## src/rtl/gpu_mem_pkg.sv

```systemverilog
// Shared definitions for the GPU data-memory arbiter: default widths,
// arbiter FSM state encoding and an index-width helper.
package gpu_mem_pkg;

    localparam int DEF_NUM_REQ = 4;
    localparam int DEF_ADDR_W  = 8;
    localparam int DEF_DATA_W  = 16;

    typedef enum logic [1:0] {
        IDLE  = 2'd0,
        ISSUE = 2'd1,
        RESP  = 2'd2
    } arb_state_t;

    // Width of a requester index; a single requester still needs one bit.
    function automatic int idx_width(input int n);
        return (n > 1) ? $clog2(n) : 1;
    endfunction

endpackage

```

## src/rtl/rr_pick.sv

```systemverilog
// Combinational round-robin picker: first set request at or after ptr,
// wrapping modulo NUM_REQ; returns one-hot winner and its index.
module rr_pick
    import gpu_mem_pkg::*;
#(
    parameter  int NUM_REQ = DEF_NUM_REQ,
    localparam int IDX_W   = idx_width(NUM_REQ)
) (
    input  logic [NUM_REQ-1:0] req,
    input  logic [IDX_W-1:0]   ptr,
    output logic [NUM_REQ-1:0] onehot,
    output logic [IDX_W-1:0]   idx,
    output logic               valid
);

    int cand;

    // NOTE: every output gets a default before the search loop so no path
    // through this block leaves a signal unassigned (which would infer a latch).
    always_comb begin
        onehot = '0;
        idx    = '0;
        valid  = 1'b0;
        cand   = 0;
        for (int i = 0; i < NUM_REQ; i++) begin
            cand = int'(ptr) + i;
            if (cand >= NUM_REQ) cand = cand - NUM_REQ;
            if (!valid && req[cand]) begin
                valid        = 1'b1;
                idx          = IDX_W'(cand);
                onehot[cand] = 1'b1;
            end
        end
    end

endmodule

```

## src/rtl/data_mem_arbiter.sv

```systemverilog
// Round-robin arbiter serialising NUM_REQ requesters onto one synchronous
// data RAM. Every output is a register updated from the next-state logic.
module data_mem_arbiter
    import gpu_mem_pkg::*;
#(
    parameter int NUM_REQ = DEF_NUM_REQ,
    parameter int ADDR_W  = DEF_ADDR_W,
    parameter int DATA_W  = DEF_DATA_W
) (
    input  logic                      clk,
    input  logic                      rst_n,
    input  logic [NUM_REQ-1:0]        req,
    input  logic [NUM_REQ-1:0]        req_we,
    input  logic [NUM_REQ*ADDR_W-1:0] req_addr,
    input  logic [NUM_REQ*DATA_W-1:0] req_wdata,
    output logic [NUM_REQ-1:0]        gnt,
    output logic [NUM_REQ-1:0]        rvalid,
    output logic [DATA_W-1:0]         rdata,
    output logic                      mem_we,
    output logic                      mem_re,
    output logic [ADDR_W-1:0]         mem_addr,
    output logic [DATA_W-1:0]         mem_din,
    input  logic [DATA_W-1:0]         mem_dout
);

    localparam int IDX_W = idx_width(NUM_REQ);

    arb_state_t          state, next_state;
    logic [IDX_W-1:0]    ptr, ptr_d;
    logic [NUM_REQ-1:0]  sel, sel_d;
    logic [NUM_REQ-1:0]  gnt_d, rvalid_d;
    logic                we_d, re_d;
    logic [ADDR_W-1:0]   addr_d;
    logic [DATA_W-1:0]   din_d, rdata_d;

    logic [NUM_REQ-1:0]  pick_oh;
    logic [IDX_W-1:0]    pick_idx;
    logic                pick_valid;

    logic [ADDR_W-1:0]   addr_arr  [NUM_REQ];
    logic [DATA_W-1:0]   wdata_arr [NUM_REQ];

    for (genvar g = 0; g < NUM_REQ; g++) begin : g_unpack
        assign addr_arr[g]  = req_addr[g*ADDR_W +: ADDR_W];
        assign wdata_arr[g] = req_wdata[g*DATA_W +: DATA_W];
    end

    rr_pick #(.NUM_REQ(NUM_REQ)) u_rr_pick (
        .req    (req),
        .ptr    (ptr),
        .onehot (pick_oh),
        .idx    (pick_idx),
        .valid  (pick_valid)
    );

    always_comb begin
        next_state = state;
        ptr_d      = ptr;
        sel_d      = sel;
        gnt_d      = '0;
        rvalid_d   = '0;
        we_d       = 1'b0;
        re_d       = 1'b0;
        addr_d     = mem_addr;
        din_d      = mem_din;
        rdata_d    = rdata;
        unique case (state)
            IDLE: begin
                if (pick_valid) begin
                    sel_d      = pick_oh;
                    gnt_d      = pick_oh;
                    ptr_d      = (pick_idx == IDX_W'(NUM_REQ - 1)) ? '0 : pick_idx + 1'b1;
                    we_d       = req_we[pick_idx];
                    re_d       = !req_we[pick_idx];
                    addr_d     = addr_arr[pick_idx];
                    din_d      = wdata_arr[pick_idx];
                    next_state = ISSUE;
                end
            end
            // mem_we is the registered copy of the winner's write select.
            ISSUE: next_state = mem_we ? IDLE : RESP;
            // mem_dout is only looked at here, so Z/X elsewhere never propagates.
            RESP: begin
                rdata_d    = mem_dout;
                rvalid_d   = sel;
                next_state = IDLE;
            end
            default: next_state = IDLE;
        endcase
    end

    // NOTE: sequential state uses non-blocking assignments so every register
    // samples the pre-edge values computed above, independent of statement order.
    always_ff @(posedge clk or negedge rst_n) begin
        if (!rst_n) begin
            state    <= IDLE;
            ptr      <= '0;
            sel      <= '0;
            gnt      <= '0;
            rvalid   <= '0;
            mem_we   <= 1'b0;
            mem_re   <= 1'b0;
            mem_addr <= '0;
            mem_din  <= '0;
            rdata    <= '0;
        end else begin
            state    <= next_state;
            ptr      <= ptr_d;
            sel      <= sel_d;
            gnt      <= gnt_d;
            rvalid   <= rvalid_d;
            mem_we   <= we_d;
            mem_re   <= re_d;
            mem_addr <= addr_d;
            mem_din  <= din_d;
            rdata    <= rdata_d;
        end
    end

endmodule

```

## config.mk

```make
export PLATFORM = sky130hd
export DESIGN_NAME = data_mem_arbiter
export DESIGN_NICKNAME = d
export VERILOG_FILES = /design/src/rtl/gpu_mem_pkg.sv /design/src/rtl/rr_pick.sv /design/src/rtl/data_mem_arbiter.sv
export SDC_FILE = /design/constraint.sdc
export NUM_CORES = 1
export LEC_CHECK = 0
export BUFFER_PORTS_ARGS = -buffer_cell sky130_fd_sc_hd__buf_4
export CAP_MARGIN = 5
export CORE_MARGIN = 1
export CORE_UTILIZATION = 45
export CTS_CLUSTER_SIZE = 40
export DETAILED_ROUTE_END_ITERATION = 12
export PLACE_DENSITY = 0.79
export SLEW_MARGIN = 20
export SYNTH_ARGS = -nofsm -noshare
export SYNTH_HDL_FRONTEND = slang
export SYNTH_SLANG_ARGS = --single-unit
```

## constraint.sdc

```tcl
create_clock -name clk -period 3.6 [get_ports clk]
set_input_delay 0.54 -clock clk [delete_from_list [all_inputs] [get_ports clk]]
set_output_delay 0.54 -clock clk [all_outputs]
set_load 0.05 [all_outputs]
```

### Yosys cells after proc, flatten, opt, wreduce, memory -nomap -nowiden

Cells that the tools add are included.

| operators by class | value |
|---|---|
| add/subtract/negate cells | 8 |
| order comparisons | 14 |
| eq/ne operators | 4 |
| multiplexer cells | 55 |
| bitwise gates (word level) | 4 |
| reduce and logical (&&, ||, !) cells | 13 |

Operators with widths:

| operator | count |
|---|---|
| $ge 32x1->1 const B | 4 |
| $lt 32x4->1 const B | 4 |
| $mux 32 | 4 |
| $ge 32x4->1 const B | 3 |
| $sub 32x4->32 const B | 3 |
| $bmux 16 s2 | 1 |
| $mux 16 | 2 |
| $mux 4 | 7 |
| $mux 1 | 21 |
| $bmux 8 s2 | 1 |
| $mux 8 | 2 |
| $mux 2 | 7 |
| $or 4x4->4 | 3 |
| $bmux 1 s2 | 5 |
| $demux 1 s2 | 4 |
| $logic_and 1x1->1 | 7 |
| $add 2x2->3 const B | 2 |
| $eq 2x2->1 const B | 2 |
| $logic_not 1->1 | 4 |
| $pmux 2 s2 | 1 |
| $sub 2x3->4 const B | 1 |
| $add 2x1->3 const B | 1 |
| $ge 2x3->1 const B | 1 |
| $ge 3x3->1 const B | 1 |
| other kinds (7) | 7 |

| word-level totals | value |
|---|---|
| bits in registers | 58 |
| output and inout bits | 50 |
| word-level logic and storage cells | 108 |

### Longest topological paths before layout

| depth | value |
|---|---|
| word-level depth | 20 |
| mapped depth | 14 |
| mapped depth without buffers | 8 |

### Cells and area by module

Synthesis repeated with hierarchy kept, for this count alone.

| unflattened totals | value |
|---|---|
| cells, all modules | 205 |
| area, all modules | 3293.2 um^2 |

Modules (own cells, without submodules):

| module | times used | cells each | area each (um^2) | seq. area each (um^2) |
|---|---|---|---|---|
| data_mem_arbiter | 1 | 157 | 2832.7 | 1451.4 |
| rr_pick | 1 | 48 | 460.4 | 0.0 |

### Least setup slack after synthesis

Ideal clock, no wire load.

| timing | value |
|---|---|
| path kind | reg-to-reg |
| start point | register ptr[0] |
| end point | register ptr[1] |
| setup time | 126 ps |
| data arrival time | 3302 ps |
| required time | 3474 ps |
| setup slack | 172 ps |
| cell stages (with the launch flop) | 14 |
| cell sequence | dfrtp_1 buf_6 inv_1 clkbuf_1 clkbuf_1 ha_1 buf_2 or3_1 a21oi_1 o41ai_1 nand2_1 buf_1 inv_1 a221o_1 |

| on the way | value |
|---|---|
| cells in the longest elaborated chain, start to end | 17 |
| elaborated cells between the ends (all ways) | 45 |
| classes of those cells | add/sub (8); order compare (4); eq/ne (1); mux (25); reduce/logical (7) |

RTL lines:

| what | RTL line | source |
|---|---|---|
| start, declared | data_mem_arbiter.sv:29 | `logic [IDX_W-1:0] ptr, ptr_d;` |
| start signal, assigned | data_mem_arbiter.sv:108 | `ptr <= ptr_d;` |
| parallel branches: the longest is 17 deep, another holds $sub 32x4->32 | -- |  |

Several ways; the timed one is not identified. The select of a mux whose other input is x is not followed.
A chain may end at the register's enable or synchronous reset.

### Final worst setup path

| timing | value |
|---|---|
| start point | register ptr[1] |
| end point | register mem_addr[0] |

| on the way | value |
|---|---|
| cells in the longest elaborated chain, start to end | 19 |
| elaborated cells between the ends (all ways) | 46 |
| classes of those cells | add/sub (7); order compare (4); mux (27); bitwise (1); reduce/logical (7) |

RTL lines:

| what | RTL line | source |
|---|---|---|
| parallel branches: the longest is 19 deep, another holds $sub 32x4->32 | -- |  |
| end signal, assigned | data_mem_arbiter.sv:114 | `mem_addr <= addr_d;` |
| end, declared | data_mem_arbiter.sv:21 | `output logic [ADDR_W-1:0] mem_addr,` |

Several ways; the timed one is not identified. The select of a mux whose other input is x is not followed.

==> impl_metrics.toml <==
[outcome]
status = "finished clean"

[routing]
drc = 0
dr.pass1.iters = 5
first_iter_violations = 461
vias = 4938
avgViaCountPerCell = 5.99
final_antenna_net_count = 0
wl_per_cell_um = 17.7
drt_wl_total_um = 14600

[critical_path]
crit_arrival_ns = 3.11
max_stage_delay_ns = 0.64
path_cells = "inv_1 -> ha_1 -> mux4_2 -> nand2b_2 -> buf_4 -> nand3_1 -> nand2_1 -> a221oi_1 -> a211oi_2"
endpoint_kind = "flop"
crit_family = "multiplexers"
crit_buf_inv = 2
rrSetupSlack_ns = 0.69
start_kind = "flop"
cp_max_fo = 28
cpMaxStageDelayCell = "mux4_2"
critical_path_class = "flop to flop"
worst_ep_required_time_ns = 3.81

[yosys]
syn_area_per_cell_um2 = 7.95
synth_cell_types = 51
synth_compound_gate_area_share_pct = 29.1
syn_area_um2 = 4350
synthSimpleGateAreaFrac_pct = 25.4
synth_fa_ha_area_share_pct = 2.01
synthXorXnorAreaFrac_pct = 0
muxShareOfSynthArea_pct = 3.68
yosysSeqAreaShare_pct = 33.4
synthFlopType = "dfrtp_1"
synth_edf_count = 0
async_flop_share_pct = 100
synthCells = 547
synthesis.nets = 676
synth-seq-cells = 58
ys_warn_count = 0
synth_top_family_by_area = "compound AO/OA/AOI/OAI gates"

[clocking]
clock-sinks = 58
post_cts_buffers = 0
clock_latency_ns = 0.34
cts_buffer_depth = 2
clk_pin_slew_worst_paths_ns = 0.08
h-tree-depth = 3
ctsHoldBuffers = 0
cts_root_buffer = "clkbuf_8"
cts-resized-gates = 0
cts_tree = "yes"
cts_buffers = 9

[power_and_ir_drop]
switchingPower_w = 0.00353
comb_power_share_pct = 74.0
vdd_drop_max_v = 0.000549
p_per_area_nw_per_um2 = 1090
seqPwrFrac_pct = 18.0
leakage_nw = 2.76
p_clk_share_pct = 8.0
internal_power_w = 0.00280
switching_share_pct = 55.8

[timing]
period_share_pct = 80.8
hold_slack_ns = 0.268
fin_skew_ns = 0.0173
setup_viol = 0
slew_violations = 0
hold_viol_final = 0
tns_ns = 0
min_period_ns = 2.91
worst_pin_slew_ns = 1.00
fmax_ghz = 0.344
rsz0062_at_grt = "no"
slew-limit-headroom_pct = 33.1

[floorplan]
start_util_pct = 46.9
die_w_um = 100
dieArea_um2 = 10100
rows = 35
ioPinCount = 172
die_h_um = 100
core_area_um2 = 9280

[global_route]
grt_pass1_wl_um = 22700
antenna_found_initial = 0
first_global_vias = 4598
grt_max_degree = 59
overflow = 0
grt.total_usage_pct = 28.5

[finish]
area_delta_synth_final_pct = 33.7
mostFrequentLayoutCells = "186 x buf_4, 120 x nand2_1, 57 x dfrtp_1, 49 x nand3_1, 44 x a21oi_1"
drive_gt1_share_pct = 33.4
antennaDiodeCount = 0
multi_input_area_um2 = 2630
nFillCells = 857
fin_nets = 820
regArea_um2 = 1450
final_common_cell = "buf_4"

[placed_design]
place.gp.congestion = 0.924
post-dp-hpwl_um = 10100
port_buffers = 171

[min_path]
worstHoldPathType = "primary input to asynchronous set/reset pin"

[flow_run]
maxCapViolCount = 0
==> worst paths after layout <==
kind	from	endpoint	depth (start not counted)
max	ptr[1]	mem_addr[0]	9
min	rst_n	mem_addr[2]	1
max reg2reg	ptr[1]	mem_addr[0]	9
min reg2reg	mem_we	state[1]	1
max in group asynchronous	rst_n	ptr[0]	1
min in group clk	mem_dout[0]	rdata[0]	3
==> metrics by stage <==
step / instances / util [%] / total power, W / cell area (µm²) / setup WS, ns
final: 824 / 62.7 / 0.00632 / 5820 / 0.693
after global routing: 824 / 62.7 / 0.00674 / 5820 / 0.494
after CTS: 824 / 62.7 / 0.00629 / 5820 / 0.724
after detailed placement: 809 / 61.0 / 0.00577 / 5660 / 0.720
after global placement: 809 / 60.9 / 0.00566 / 5660 / 0.731
after floorplan: 547 / - / 0.00461 / 4350 / 0.172
==> synth_stat cells, drive strengths merged, types with 14 or more instances <==
library cell / number / share of area (%)
nand3: 50 / 6.0
o21ai: 17 / 2.0
nor2: 30 / 2.6
and2: 15 / 2.2
a22oi: 24 / 4.1
buf: 25 / 3.6
a22o: 14 / 2.8
a211oi: 25 / 5.6
clkbuf: 28 / 2.4
nand2: 121 / 10
a21oi: 44 / 5.1
nor3: 14 / 1.6
dfrtp: 58 / 33
==> routing by layer <==
layer,up-vias,part of all wire [%],global-route usage [%]
li1,2273,-,-
met1,2287,40,37.8
met2,341,47,44.9
met3,37,11,5.92
met4,0,2.4,13.0
met5,-,0,0
==> power groups by stage <==
stage / logic [W] / clock network (W) / registers, W
2_1_floorplan: 0.00261 / 0 / 0.00201
3_3_place_gp: 0.00452 / 0 / 0.00114
3_5_place_dp: 0.00462 / 0 / 0.00115
4_1_cts: 0.00463 / 0.000521 / 0.00114
5_1_grt: 0.00501 / 0.000552 / 0.00117
6_report: 0.00468 / 0.000505 / 0.00114
==> logic make-up after synthesis <==
| kind of cell | count (synthesis) |
|---|---|
| mux | 12 |
| compound gates | 167 |
| flops | 58 |
| fa+ha+maj | 7 |
| buf+inv | 58 |
| simple gates | 245 |
==> flip-flops by register name, indices dropped and copies added (netlist names) <==
name      flops
sel           4
mem_re        1
ptr           2
mem_we        1
rvalid        4
mem_din      16
state         2
gnt           4
rdata        16
mem_addr      8
==> layout make-up <==
type                    instances  area share, %
multi-input cells             431           45.2
repair buffers                186           24.0
clock inverters                 6          0.602
inverters                       5          0.323
flip-flops and latches         58           25.0
clock buffers                   9           2.13
well taps                     129           2.77
(Power assumes the default switching activity.)
